<file path="src/rtl/i2c_arb_pkg.sv">
// Shared encodings, widths and defaults for the two-client I2C arbiter.
package i2c_arb_pkg;

  localparam int I2C_ADDR_W      = 16;
  localparam int I2C_DATA_W      = 8;
  localparam int TIMEOUT_CYC_DEF = 20000;
  localparam int GAP_CYC_DEF     = 4;

  typedef enum logic [2:0] {
    ST_IDLE  = 3'd0,
    ST_ISSUE = 3'd1,
    ST_WAIT  = 3'd2,
    ST_RESP  = 3'd3,
    ST_GAP   = 3'd4
  } arb_state_t;

endpackage

</file>
<file path="src/rtl/i2c_rr_pick.sv">
// Two-way round-robin picker: a lone requester always wins, a tie goes to
// whichever requester was not granted last time.
module i2c_rr_pick (
  input  logic [1:0] req,
  input  logic       last_gnt,
  output logic       valid,
  output logic       gnt
);

  // Winner selection
  always_comb begin
    valid = |req;
    case (req)
      2'b01:   gnt = 1'b0;
      2'b10:   gnt = 1'b1;
      2'b11:   gnt = ~last_gnt;
      default: gnt = 1'b0;
    endcase
  end

endmodule

</file>
<file path="src/rtl/i2c_arbiter.sv">
// Shares one i2c_dri byte engine between two requesters: round-robin grant,
// command latch, single exec pulse, watchdog on i2c_done, response return.
module i2c_arbiter
  import i2c_arb_pkg::*;
#(
  parameter int TIMEOUT_CYC = TIMEOUT_CYC_DEF,
  parameter int GAP_CYC     = GAP_CYC_DEF
) (
  input  logic                    clk,
  input  logic                    rst,
  input  logic [1:0]              req,
  input  logic [1:0]              req_bit_ctrl,
  input  logic [1:0]              req_rh_wl,
  input  logic [2*I2C_ADDR_W-1:0] req_addr,
  input  logic [2*I2C_DATA_W-1:0] req_wdata,
  output logic [1:0]              req_acc,
  output logic [1:0]              rsp_done,
  output logic [I2C_DATA_W-1:0]   rsp_rdata,
  output logic                    rsp_ack,
  output logic                    rsp_timeout,
  output logic                    busy,
  output logic                    i2c_exec,
  output logic                    bit_ctrl,
  output logic                    i2c_rh_wl,
  output logic [I2C_ADDR_W-1:0]   i2c_addr,
  output logic [I2C_DATA_W-1:0]   i2c_data_w,
  input  logic                    i2c_done,
  input  logic                    i2c_ack,
  input  logic [I2C_DATA_W-1:0]   i2c_data_r
);

  // GAP_LAST is never reached when GAP_CYC is 0 because RESP skips GAP.
  localparam logic [15:0] WD_LAST  = 16'(TIMEOUT_CYC - 1);
  localparam logic [7:0]  GAP_LAST = 8'(GAP_CYC - 1);

  arb_state_t             state_r;
  arb_state_t             state_nx_s;
  logic                   last_gnt_r;
  logic                   gnt_r;
  logic [15:0]            wd_cnt_r;
  logic [7:0]             gap_cnt_r;
  logic                   pick_valid_s;
  logic                   pick_gnt_s;
  logic                   issue_s;
  logic                   done_hit_s;
  logic                   tmo_hit_s;

  logic [1:0]             req_acc_r;
  logic [1:0]             rsp_done_r;
  logic [I2C_DATA_W-1:0]  rsp_rdata_r;
  logic                   rsp_ack_r;
  logic                   rsp_timeout_r;
  logic                   busy_r;
  logic                   exec_r;
  logic                   bit_ctrl_r;
  logic                   rh_wl_r;
  logic [I2C_ADDR_W-1:0]  addr_r;
  logic [I2C_DATA_W-1:0]  wdata_r;

  i2c_rr_pick u_pick (
    .req      (req),
    .last_gnt (last_gnt_r),
    .valid    (pick_valid_s),
    .gnt      (pick_gnt_s)
  );

  // Next-state decode and per-transition strobes
  always_comb begin
    state_nx_s = state_r;
    issue_s    = 1'b0;
    done_hit_s = 1'b0;
    tmo_hit_s  = 1'b0;
    case (state_r)
      ST_IDLE: begin
        if (pick_valid_s) begin
          state_nx_s = ST_ISSUE;
          issue_s    = 1'b1;
        end else begin
          state_nx_s = ST_IDLE;
        end
      end
      ST_ISSUE: state_nx_s = ST_WAIT;
      ST_WAIT: begin
        if (i2c_done) begin
          state_nx_s = ST_RESP;
          done_hit_s = 1'b1;
        end else if (wd_cnt_r == WD_LAST) begin
          state_nx_s = ST_RESP;
          tmo_hit_s  = 1'b1;
        end else begin
          state_nx_s = ST_WAIT;
        end
      end
      ST_RESP: begin
        if (GAP_CYC == 32'sd0) begin
          state_nx_s = ST_IDLE;
        end else begin
          state_nx_s = ST_GAP;
        end
      end
      ST_GAP: begin
        if (gap_cnt_r == GAP_LAST) begin
          state_nx_s = ST_IDLE;
        end else begin
          state_nx_s = ST_GAP;
        end
      end
      default: state_nx_s = ST_IDLE;
    endcase
  end

  // State register
  always_ff @(posedge clk) begin
    if (rst) begin
      state_r <= ST_IDLE;
    end else begin
      state_r <= state_nx_s;
    end
  end

  // Command latch, watchdog, gap counter and registered outputs
  always_ff @(posedge clk) begin
    if (rst) begin
      last_gnt_r    <= 1'b1;
      gnt_r         <= 1'b0;
      wd_cnt_r      <= 16'd0;
      gap_cnt_r     <= 8'd0;
      req_acc_r     <= 2'b00;
      rsp_done_r    <= 2'b00;
      rsp_rdata_r   <= 8'h00;
      rsp_ack_r     <= 1'b0;
      rsp_timeout_r <= 1'b0;
      busy_r        <= 1'b0;
      exec_r        <= 1'b0;
      bit_ctrl_r    <= 1'b0;
      rh_wl_r       <= 1'b0;
      addr_r        <= 16'h0000;
      wdata_r       <= 8'h00;
    end else begin
      req_acc_r  <= 2'b00;
      rsp_done_r <= 2'b00;
      exec_r     <= issue_s;
      busy_r     <= (state_nx_s != ST_IDLE);
      case (state_r)
        ST_IDLE: begin
          if (issue_s) begin
            gnt_r                 <= pick_gnt_s;
            last_gnt_r            <= pick_gnt_s;
            wd_cnt_r              <= 16'd0;
            req_acc_r[pick_gnt_s] <= 1'b1;
            bit_ctrl_r            <= req_bit_ctrl[pick_gnt_s];
            rh_wl_r               <= req_rh_wl[pick_gnt_s];
            addr_r  <= pick_gnt_s ? req_addr[I2C_ADDR_W +: I2C_ADDR_W]
                                  : req_addr[0 +: I2C_ADDR_W];
            wdata_r <= pick_gnt_s ? req_wdata[I2C_DATA_W +: I2C_DATA_W]
                                  : req_wdata[0 +: I2C_DATA_W];
          end else begin
            wd_cnt_r <= wd_cnt_r;
          end
        end
        ST_WAIT: begin
          // Saturate rather than wrap; WD_LAST is always below the ceiling.
          if (wd_cnt_r != 16'hFFFF) begin
            wd_cnt_r <= wd_cnt_r + 16'd1;
          end else begin
            wd_cnt_r <= wd_cnt_r;
          end
          if (done_hit_s) begin
            rsp_done_r[gnt_r] <= 1'b1;
            rsp_rdata_r       <= i2c_data_r;
            rsp_ack_r         <= i2c_ack;
            rsp_timeout_r     <= 1'b0;
          end else if (tmo_hit_s) begin
            rsp_done_r[gnt_r] <= 1'b1;
            rsp_rdata_r       <= 8'h00;
            rsp_ack_r         <= 1'b1;
            rsp_timeout_r     <= 1'b1;
          end else begin
            rsp_done_r <= 2'b00;
          end
        end
        ST_RESP: gap_cnt_r <= 8'd0;
        ST_GAP:  gap_cnt_r <= gap_cnt_r + 8'd1;
        default: gap_cnt_r <= gap_cnt_r;
      endcase
    end
  end

  assign req_acc     = req_acc_r;
  assign rsp_done    = rsp_done_r;
  assign rsp_rdata   = rsp_rdata_r;
  assign rsp_ack     = rsp_ack_r;
  assign rsp_timeout = rsp_timeout_r;
  assign busy        = busy_r;
  assign i2c_exec    = exec_r;
  assign bit_ctrl    = bit_ctrl_r;
  assign i2c_rh_wl   = rh_wl_r;
  assign i2c_addr    = addr_r;
  assign i2c_data_w  = wdata_r;

endmodule

</file>
<file path="config.mk">
export PLATFORM = sky130hd
export DESIGN_NAME = i2c_arbiter
export DESIGN_NICKNAME = d
export VERILOG_FILES = /design/src/rtl/i2c_arb_pkg.sv /design/src/rtl/i2c_rr_pick.sv /design/src/rtl/i2c_arbiter.sv
export SDC_FILE = /design/constraint.sdc
export NUM_CORES = 1
export LEC_CHECK = 0
export ABC_AREA = 1
export BUFFER_PORTS_ARGS = -buffer_cell sky130_fd_sc_hd__buf_2
export CORE_MARGIN = 2
export CORE_UTILIZATION = 45
export DETAILED_ROUTE_END_ITERATION = 16
export PLACE_DENSITY = 0.75
export SLEW_MARGIN = 25
export SYNTH_ARGS = -nofsm -noshare
export SYNTH_HDL_FRONTEND = slang
export SYNTH_SLANG_ARGS = --single-unit
</file>
<file path="constraint.sdc">
create_clock -name clk -period 1.4 [get_ports clk]
set_input_delay 0.21 -clock clk [delete_from_list [all_inputs] [get_ports clk]]
set_output_delay 0.21 -clock clk [all_outputs]
set_load 0.02 [all_outputs]
</file>
==> results of run 1 <==
per-layer routing:
metal,global-route usage [%],part of all wire (%)
met4,11.4,2.6
met2,36.8,46
met5,0,0
met1,27.9,44
met3,4.89,7.4
what timing repair did:
item                                    4_1_cts  5_1_grt
resized for setup                             4       20
endpoints found under the setup margin        9       39
hold buffers                                  0        0
pin swaps                                     3        2
cloned                                        0        0
power by group through the flow:
stage	Clock, uW	Combinational [uW]	Sequential, uW
global route	1740	1300	2340
detailed placement	0	1140	2350
finish	1620	1170	2310
CTS	1670	1170	2310
floorplan	0	535	2530
global placement	0	1130	2340
worst paths after layout:
path                start  slack (ps)      endpoint
max           wd_cnt_r[0]          20  wd_cnt_r[13]
min          req_addr[10]         110  i2c_addr[10]
max reg2reg   wd_cnt_r[0]          20  wd_cnt_r[13]
min reg2reg  gap_cnt_r[0]         440  gap_cnt_r[0]
cells in the final DEF, fill, tap and decap left out, types with 7 or more instances in the layout:
| cell type | netlist | layout |
|---|---|---|
| dfxtp_2 | 0 | 7 |
| nor2_1 | 38 | 30 |
| buf_4 | 0 | 33 |
| clkbuf_8 | 0 | 9 |
| nor2_2 | 1 | 9 |
| buf_2 | 3 | 107 |
| nand4_1 | 10 | 10 |
| nand2_1 | 110 | 108 |
| inv_2 | 8 | 8 |
| a21oi_1 | 80 | 78 |
| o21ai_0 | 32 | 32 |
| nand3_1 | 42 | 41 |
| a21oi_2 | 8 | 10 |
| inv_1 | 22 | 22 |
| dfxtp_1 | 71 | 64 |
state kept, by name, summed over array words and instances (netlist names):
register     count
bit_ctrl         1
state_r          3
rsp_rdata        8
i2c_rh_wl        1
rsp_timeout      1
gnt_r            1
busy             1
req_acc          2
wd_cnt_r        16
rsp_done         2
rsp_ack          1
i2c_exec         1
i2c_data_w       8
gap_cnt_r        8
last_gnt_r       1
i2c_addr        16
logic make-up (layout without fill, tap and decap cells):
group / count (synthesis) / after routing / synth area share (%)
adders and majority gates: 2 / 2 / 0.769
buffers and inverters: 49 / 189 / 6.00
and+or+nand+nor: 216 / 216 / 29.5
DFF: 71 / 71 / 43.7
AOI/OAI and AO/OA: 123 / 123 / 20.1
worst register-to-register path: cells and delay by family, from the launching register on:
kind	cells	cell delay, ps
and+or+nand+nor	5	440
DFF	1	360
AOI/OAI and AO/OA	2	190
adders and majority gates	1	160
buffers and inverters	1	140
area by class of cell:
cell class,count,area [um2],area share (%)
clock inverters,7,72.6,1.65
well taps,99,124,2.82
multi-input cells,341,1720,39.1
clock buffers,9,124,2.82
flip-flops and latches,71,1430,32.5
inverters,31,120,2.73
repair buffers,142,806,18.3
per-stage QoR:
step                      cells  worst slack, ps  hold WS, ps
after global routing        700            -72.6         98.1
final                       700             18.1          107
after CTS                   700             8.34         87.4
after floorplan             461            -20.1          357
after global placement      684             3.51          450
after detailed placement    684            -78.9          446
==> results.cfg, run 1 <==
[status]
status = finished clean

[logic_synthesis]
synth_area_leaders = dfxtp_1 (44%), nand2_1 (13%), a21oi_1 (12%)
synth_top_cell_by_area = dfxtp_1
syn_inst = 461
synth_commonest_cells = nand2_1 (110), a21oi_1 (80), dfxtp_1 (71), nand3_1 (42), nor2_1 (38)
syn_avg_cell_area_um2 = 7.06
yosys_register_bits = 71
synth_async_sr_flop_share_pct = 0
yosysTopAreaCellShare_pct = 43.7
synth_fp_nets = 529
seq_area_frac_synth_pct = 43.7
syn_area_mm2 = 0.00325
synth.distinct_cells = 26
synth_flop_cell = dfxtp_1
synth_edf_count = 0
yosysMostFrequentCell = nand2_1
yosysWarnings = 0

[drt]
ant_nets = 0
routed_wirelength_um = 8680
vias = 3569
wire_per_inst_um = 12.4
drc = 0
viasPerCell = 5.10
drt_first_iter_violations = 174
first_pass_iters = 4

[power_and_ir_drop]
p_int_uw = 3460
power.total_uw = 5110
irDropWorstVdd_v = 0.000711
pwr-share-clk_pct = 31.8
switching_share_pct = 32.4
leakagePower_uw = 0.00198
power_frac_comb_pct = 23.0
power_switching_uw = 1650
sequentialPowerShare_pct = 45.3
power_density_mw_per_mm2 = 1160

[sta]
maxSlewHeadroom_pct = 68.9
fmax_mhz = 724
final.min_clock_period_ps = 1380
fin_skew_ps = 7.44
setup-violations-final = 0
post-route-period-util_pct = 98.7
tns_ps = 0
worst_pin_slew_ps = 466
slew_violations = 0
rsz0062_at_grt = yes
report.final.hold_viol_count = 0

[cts]
clkTransAtPathRegs_ps = 80
insertion_delay_ps = 340
cts_setup_buffers = 0
cts_tree = yes
ctsLongestPathBuffers = 2
cts_root_buf = clkbuf_8
numCtsBuffers = 9
h-tree-depth = 3
cts.sinks = 71

[job]
maxCapViolCount = 0

[place]
placed_area_mm2 = 0.00412
hpwlAfterDp_um = 6420
gp_congestion = 0.878
io_buffers = 107

[floorplanning]
die_h_um = 89.0
ioPinCount = 108
core_mm2 = 0.00714
core.rowCount = 31
die_w_um = 89.0
dieArea_mm2 = 0.00793
initial_core_util_pct = 45.6

[global_route]
grt.total_usage_pct = 22.5
grt_max_degree = 29
grt_antenna_before_repair = 0
grt_pass1_vias = 3249
grt_remaining_overflow = 0
grt_pass1_wl_um = 14100

[critical_path]
critPathBufInv = 1
worstPathMaxFanout = 6
reg2reg_depth = 9
worstPathCellList = ha_4 -> nand2_4 -> nor2_4 -> nand2_2 -> nor2_4 -> nand2_4 -> buf_6 -> a21oi_1 -> a21oi_1
worstSetupEndpointType = flop
max_stage_delay_ps = 360
arrival_ps = 1610
worstSetupPathDepth = 9
startpoint_type = flop
worstSetupPathType = reg -> reg
timing.critical_path.max_delay_family = simple AND/OR/NAND/NOR gates
slowest_stage = dfxtp_2
crit_required_ps = 1630

[finish]
final_util_pct = 61.6
finalInstanceArea_mm2 = 0.00440
fin_nets = 664
drive_above_1_share_pct = 34.9
antenna_cells = 0
syn2layout_area_growth_pct = 35.1
fillCellCount = 653

[min_path]
hold_depth = 3
min_path_type = in -> reg
Power figures use the tool's default switching activity.
==> run 2, diff against run 1 <==
--- a/config.mk
+++ b/config.mk
@@ -10,6 +10,7 @@
 export CORE_MARGIN = 2
 export CORE_UTILIZATION = 45
 export DETAILED_ROUTE_END_ITERATION = 16
+export MAX_ROUTING_LAYER = met4
 export PLACE_DENSITY = 0.75
 export SLEW_MARGIN = 25
 export SYNTH_ARGS = -nofsm -noshare
==> run 2 against run 1 <==
Critical path depth did not move. Clock skew is essentially flat. Power about the same. Die area is the same. Non-clock buffer count unchanged. Sequential power is essentially flat. Core utilization is the same. Final area stayed put. First-iteration DRC count increased by 2.9%. Critical path type unchanged. Critical endpoint unchanged. Largest cell class unchanged. Largest power group unchanged.
==> results.cfg, run 2 (same netlist as run 1, synthesis figures left out) <==
[power_and_ir_drop]
leakagePower_uw = 0.00198
power_density_mw_per_mm2 = 1160
irDropWorstVdd_v = 0.000712

[cts]
cts_setup_buffers = 0
cts_tree = yes
h-tree-depth = 3
holdBufCountCts = 0
ctsLongestPathBuffers = 2
numCtsBuffers = 9
insertion_delay_ps = 350
cts_root_buf = clkbuf_8
cts.sinks = 71
clkTransAtPathRegs_ps = 80

[finish]
drive_above_1_share_pct = 34.9
multi_input_area_mm2 = 0.00172
final_common_cell = nand2_1
syn2layout_area_growth_pct = 35.1
final_util_pct = 61.6
antenna_cells = 0
fin_nets = 664
seqCellArea_mm2 = 0.00143
mostFrequentLayoutCells = nand2_1 (108), buf_2 (107), a21oi_1 (78)
fillCellCount = 653

[sta]
report.final.hold_viol_count = 0
rsz0062_at_grt = yes
fin_skew_ps = 7.67
slew_violations = 0
holdWs_ps = 106
worst_pin_slew_ps = 485
layout_setup_ws_ps = 18.5
maxSlewHeadroom_pct = 67.6
fmax_mhz = 724
post-route-period-util_pct = 98.7
setup-violations-final = 0
final.min_clock_period_ps = 1380

[floorplanning]
die_h_um = 89.0
dieArea_mm2 = 0.00793
die_w_um = 89.0
initial_core_util_pct = 45.6
core_mm2 = 0.00714
core.rowCount = 31
ioPinCount = 108

[global_route]
grt_pass1_vias = 3251
grt_remaining_overflow = 0
grt.total_usage_pct = 23.2
grt_max_degree = 29
grt_antenna_before_repair = 0
grt_pass1_wl_um = 14100

[drt]
vias = 3574
ant_nets = 0
viasPerCell = 5.11
first_pass_iters = 4
drt_first_iter_violations = 179
drc = 0
wire_per_inst_um = 12.5
routed_wirelength_um = 8740

[place]
pre_cts_slack_ps = -78.9
gp_congestion = 0.893
io_buffers = 107
hpwlAfterDp_um = 6420

[status]
status = finished clean

[min_path]
min_path_type = in -> reg
min_from = req_wdata[7]

[job]
maxCapViolCount = 0

[critical_path]
startpoint_type = flop
crit_start = wd_cnt_r[0]
worstSetupPathType = reg -> reg
worstPathMaxFanout = 6
arrival_ps = 1620
crit_required_ps = 1630
r2r_start = wd_cnt_r[0]
worstSetupEndpointType = flop
reg2reg_slack_ps = 20
run 2: cell counts in the layout (fill, tap and decap cells not counted):
Identical to the previous run, type by type.
run 2: report_power, final:
group,switching [uW],internal (uW)
clock,802,825
sequential,107,2210
combinational,749,427
run 2: critical path: stages, from the launching register on:
cell,delay (ps)
dfxtp_2,360
ha_4,160
nand2_4,60
nor2_4,90
nand2_2,80
nor2_4,110
nand2_4,100
buf_6,140
a21oi_1,130
a21oi_1,60
run 2: layer usage:
| metal | global-route usage, % | share of wire, % | up-vias |
|---|---|---|---|
| met5 | - | 0 | - |
| met4 | 11.4 | 2.6 | 0 |
| met3 | 3.69 | 6.7 | 20 |
| met2 | 36.8 | 46 | 146 |
| met1 | 28.7 | 45 | 1602 |
| li1 | - | - | 1806 |
run 2: worst paths after layout:
check,endpoint,depth (start not counted)
setup / recovery,wd_cnt_r[13],9
hold / removal,i2c_data_w[7],3
setup reg to reg,wd_cnt_r[13],9
hold reg to reg,gap_cnt_r[0],1
run 2: timing repair:
item,4_1_cts,5_1_grt
pin swaps,3,2
hold endpoints to repair,0,0
endpoints found under the setup margin,9,39
resized for setup,4,20
run 2: per-stage QoR:
| step | std cells | setup TNS, ps | cell area [um2] | power [uW] |
|---|---|---|---|---|
| 2_1_floorplan | 461 | -160 | 3280 | 3060 |
| 3_3_place_gp | 684 | 0 | 4120 | 3470 |
| 3_5_place_dp | 684 | -261 | 4120 | 3490 |
| 4_1_cts | 700 | 0 | 4340 | 5150 |
| 5_1_grt | 700 | -578 | 4400 | 5370 |
| 6_report | 700 | 0 | 4400 | 5120 |
run 2: cell type report:
class                      instances  share of cell area, %
multi-input combinational        341                   39.1
sequential                        71                   32.5
tap                               99                   2.82
clock buffer                       9                   2.82
timing repair buffer             142                   18.3
inverter                          31                   2.73
clock inverter                     7                   1.65
==> run 3, diff against run 2 <==
--- a/config.mk
+++ b/config.mk
@@ -7,7 +7,7 @@
 export LEC_CHECK = 0
 export ABC_AREA = 1
 export BUFFER_PORTS_ARGS = -buffer_cell sky130_fd_sc_hd__buf_2
-export CORE_MARGIN = 2
+export CORE_MARGIN = 3
 export CORE_UTILIZATION = 45
 export DETAILED_ROUTE_END_ITERATION = 16
 export MAX_ROUTING_LAYER = met4
==> run 3 against run 2 <==
Fmax down 1.3%. Power up 5.1%. Sequential power about the same. Routed wire length up 4.1%. Die area up 4.5%. Final area up 1.8%. The run now ends with setup timing left.
==> results.cfg, run 3 (same netlist as run 1, synthesis figures left out) <==
[status]
status = finished, violations left
violations = setup timing

[cts]
clkTransAtPathRegs_ps = 80
holdBufCountCts = 0
cts_tree = yes
insertion_delay_ps = 340
cts_root_buf = clkbuf_8
ctsLongestPathBuffers = 2
h-tree-depth = 3
numCtsBuffers = 9
cts.sinks = 71

[power_and_ir_drop]
irDropWorstVdd_v = 0.000612
sequentialPowerShare_pct = 43.0
pwr-share-clk_pct = 34.5
switching_share_pct = 31.1
power_density_mw_per_mm2 = 1200
power_frac_comb_pct = 22.5
leakagePower_uw = 0.00202
p_int_uw = 3710
power_switching_uw = 1670

[drt]
drc = 0
first_pass_iters = 6
drt_first_iter_violations = 278
routed_wirelength_um = 9100
wire_per_inst_um = 13.0
vias = 3629
viasPerCell = 5.19
ant_nets = 0

[critical_path]
worstPathMaxFanout = 7
arrival_ps = 1640
startpoint_type = flop
r2r_start = wd_cnt_r[8]
crit_required_ps = 1640
r2r_end = wd_cnt_r[13]
worstSetupPathType = reg -> reg
reg2reg_depth = 8
reg2reg_slack_ps = -0.3
worstSetupEndpointType = flop

[global_route]
grt_pass1_vias = 3411
grt_pass1_wl_um = 14900
grt_max_degree = 29
grt_antenna_before_repair = 0
grt_remaining_overflow = 0
grt.total_usage_pct = 22.1

[finish]
final_util_pct = 64.8
fillCellCount = 614
mostFrequentLayoutCells = nand2_1 (108), buf_2 (107), a21oi_1 (72)
antenna_cells = 0
fin_nets = 666
final_common_cell = nand2_1
drive_above_1_share_pct = 36.3
syn2layout_area_growth_pct = 37.4
finalInstanceArea_mm2 = 0.00447

[min_path]
min_from = req_addr[4]
min_path_type = in -> reg
hold_depth = 3
min_to = i2c_addr[4]

[sta]
setup-violations-final = 1
report.final.hold_viol_count = 0
layout_setup_ws_ps = -0.278
maxSlewHeadroom_pct = 66.2
final.min_clock_period_ps = 1400
rsz0062_at_grt = yes
fin_skew_ps = 10.2
fmax_mhz = 714
worst_pin_slew_ps = 507
slew_violations = 0
post-route-period-util_pct = 100

[floorplanning]
initial_core_util_pct = 47.1
ioPinCount = 108
core_mm2 = 0.00691
die_w_um = 91.0
die_h_um = 91.0
core.rowCount = 30
dieArea_mm2 = 0.00829

[place]
io_buffers = 107
gp_congestion = 0.923
placed_area_mm2 = 0.00412
hpwlAfterDp_um = 6700

[job]
maxCapViolCount = 0
run 3: changes by cell type in the layout (fill, tap and decap cells not counted), moves of 2 or more:
cell and delta:
a21oi_1 -6, a21oi_2 +6, buf_6 +3, dfxtp_1 -3, dfxtp_2 +3, nor2_1 +2, nor2_2 -2
run 3: how the worst max path moves through the flow:
stage	start	end	slack (ps)	cells past startpoint
after floorplan	wd_cnt_r[1]	wd_cnt_r[2]	-20	10
after global placement	wd_cnt_r[1]	wd_cnt_r[9]	-20	11
after detailed placement	wd_cnt_r[4]	wd_cnt_r[7]	-70	10
after CTS	wd_cnt_r[0]	wd_cnt_r[15]	10	9
after global routing	wd_cnt_r[7]	wd_cnt_r[5]	-80	10
final	wd_cnt_r[8]	wd_cnt_r[13]	-0.3	8
run 3: layout make-up:
cell class	count	area, um2	share of cell area [%]
multi-input cells	341	1740	38.9
flip-flops and latches	71	1430	32.1
repair buffers	144	832	18.6
clock buffers	10	138	3.08
inverters	31	120	2.69
well taps	96	120	2.69
clock inverters	6	90.1	2.01
run 3: per-layer routing:
metal	up-vias	share of wire [%]	track usage (%)
met5	-	0	-
met4	0	1.3	8.92
met3	11	7.1	3.81
met2	154	47	35.2
met1	1646	45	27.7
li1	1818	-	-
run 3: power groups by stage:
| stage | sequential [uW] | clock (uW) | combinational [uW] |
|---|---|---|---|
| 2_1_floorplan | 2530 | 0 | 535 |
| 6_report | 2310 | 1860 | 1210 |
| 3_3_place_gp | 2340 | 0 | 1120 |
| 4_1_cts | 2300 | 1900 | 1150 |
| 5_1_grt | 2330 | 1970 | 1330 |
| 3_5_place_dp | 2340 | 0 | 1140 |
run 3: per-stage QoR:
stage | TNS (ps) | setup slack [ps] | instances | power, uW | hold slack (ps)
floorplan | -160 | -20.1 | 461 | 3060 | 357
global placement | -77.0 | -21.2 | 682 | 3460 | 439
detailed placement | -344 | -68.0 | 682 | 3480 | 446
CTS | 0 | 9.77 | 698 | 5350 | 90.7
global route | -470 | -81.3 | 699 | 5630 | 108
finish | -0.278 | -0.278 | 699 | 5380 | 107
run 3: what timing repair did:
action / CTS / global route
cloned: 0 / 0
setup buffers: 0 / 1
setup endpoints to repair: 15 / 52
gates resized for setup: 4 / 31
pin swaps: 3 / 2
endpoints found under the hold margin: 0 / 0
run 3: critical path, stage by stage, from the launching register on:
cell	delay, ps
dfxtp_1	410
nand2_1	130
nor2_2	160
inv_2	60
nor2_4	110
nand2_4	110
buf_6	150
a21oi_2	130
a21oi_2	40
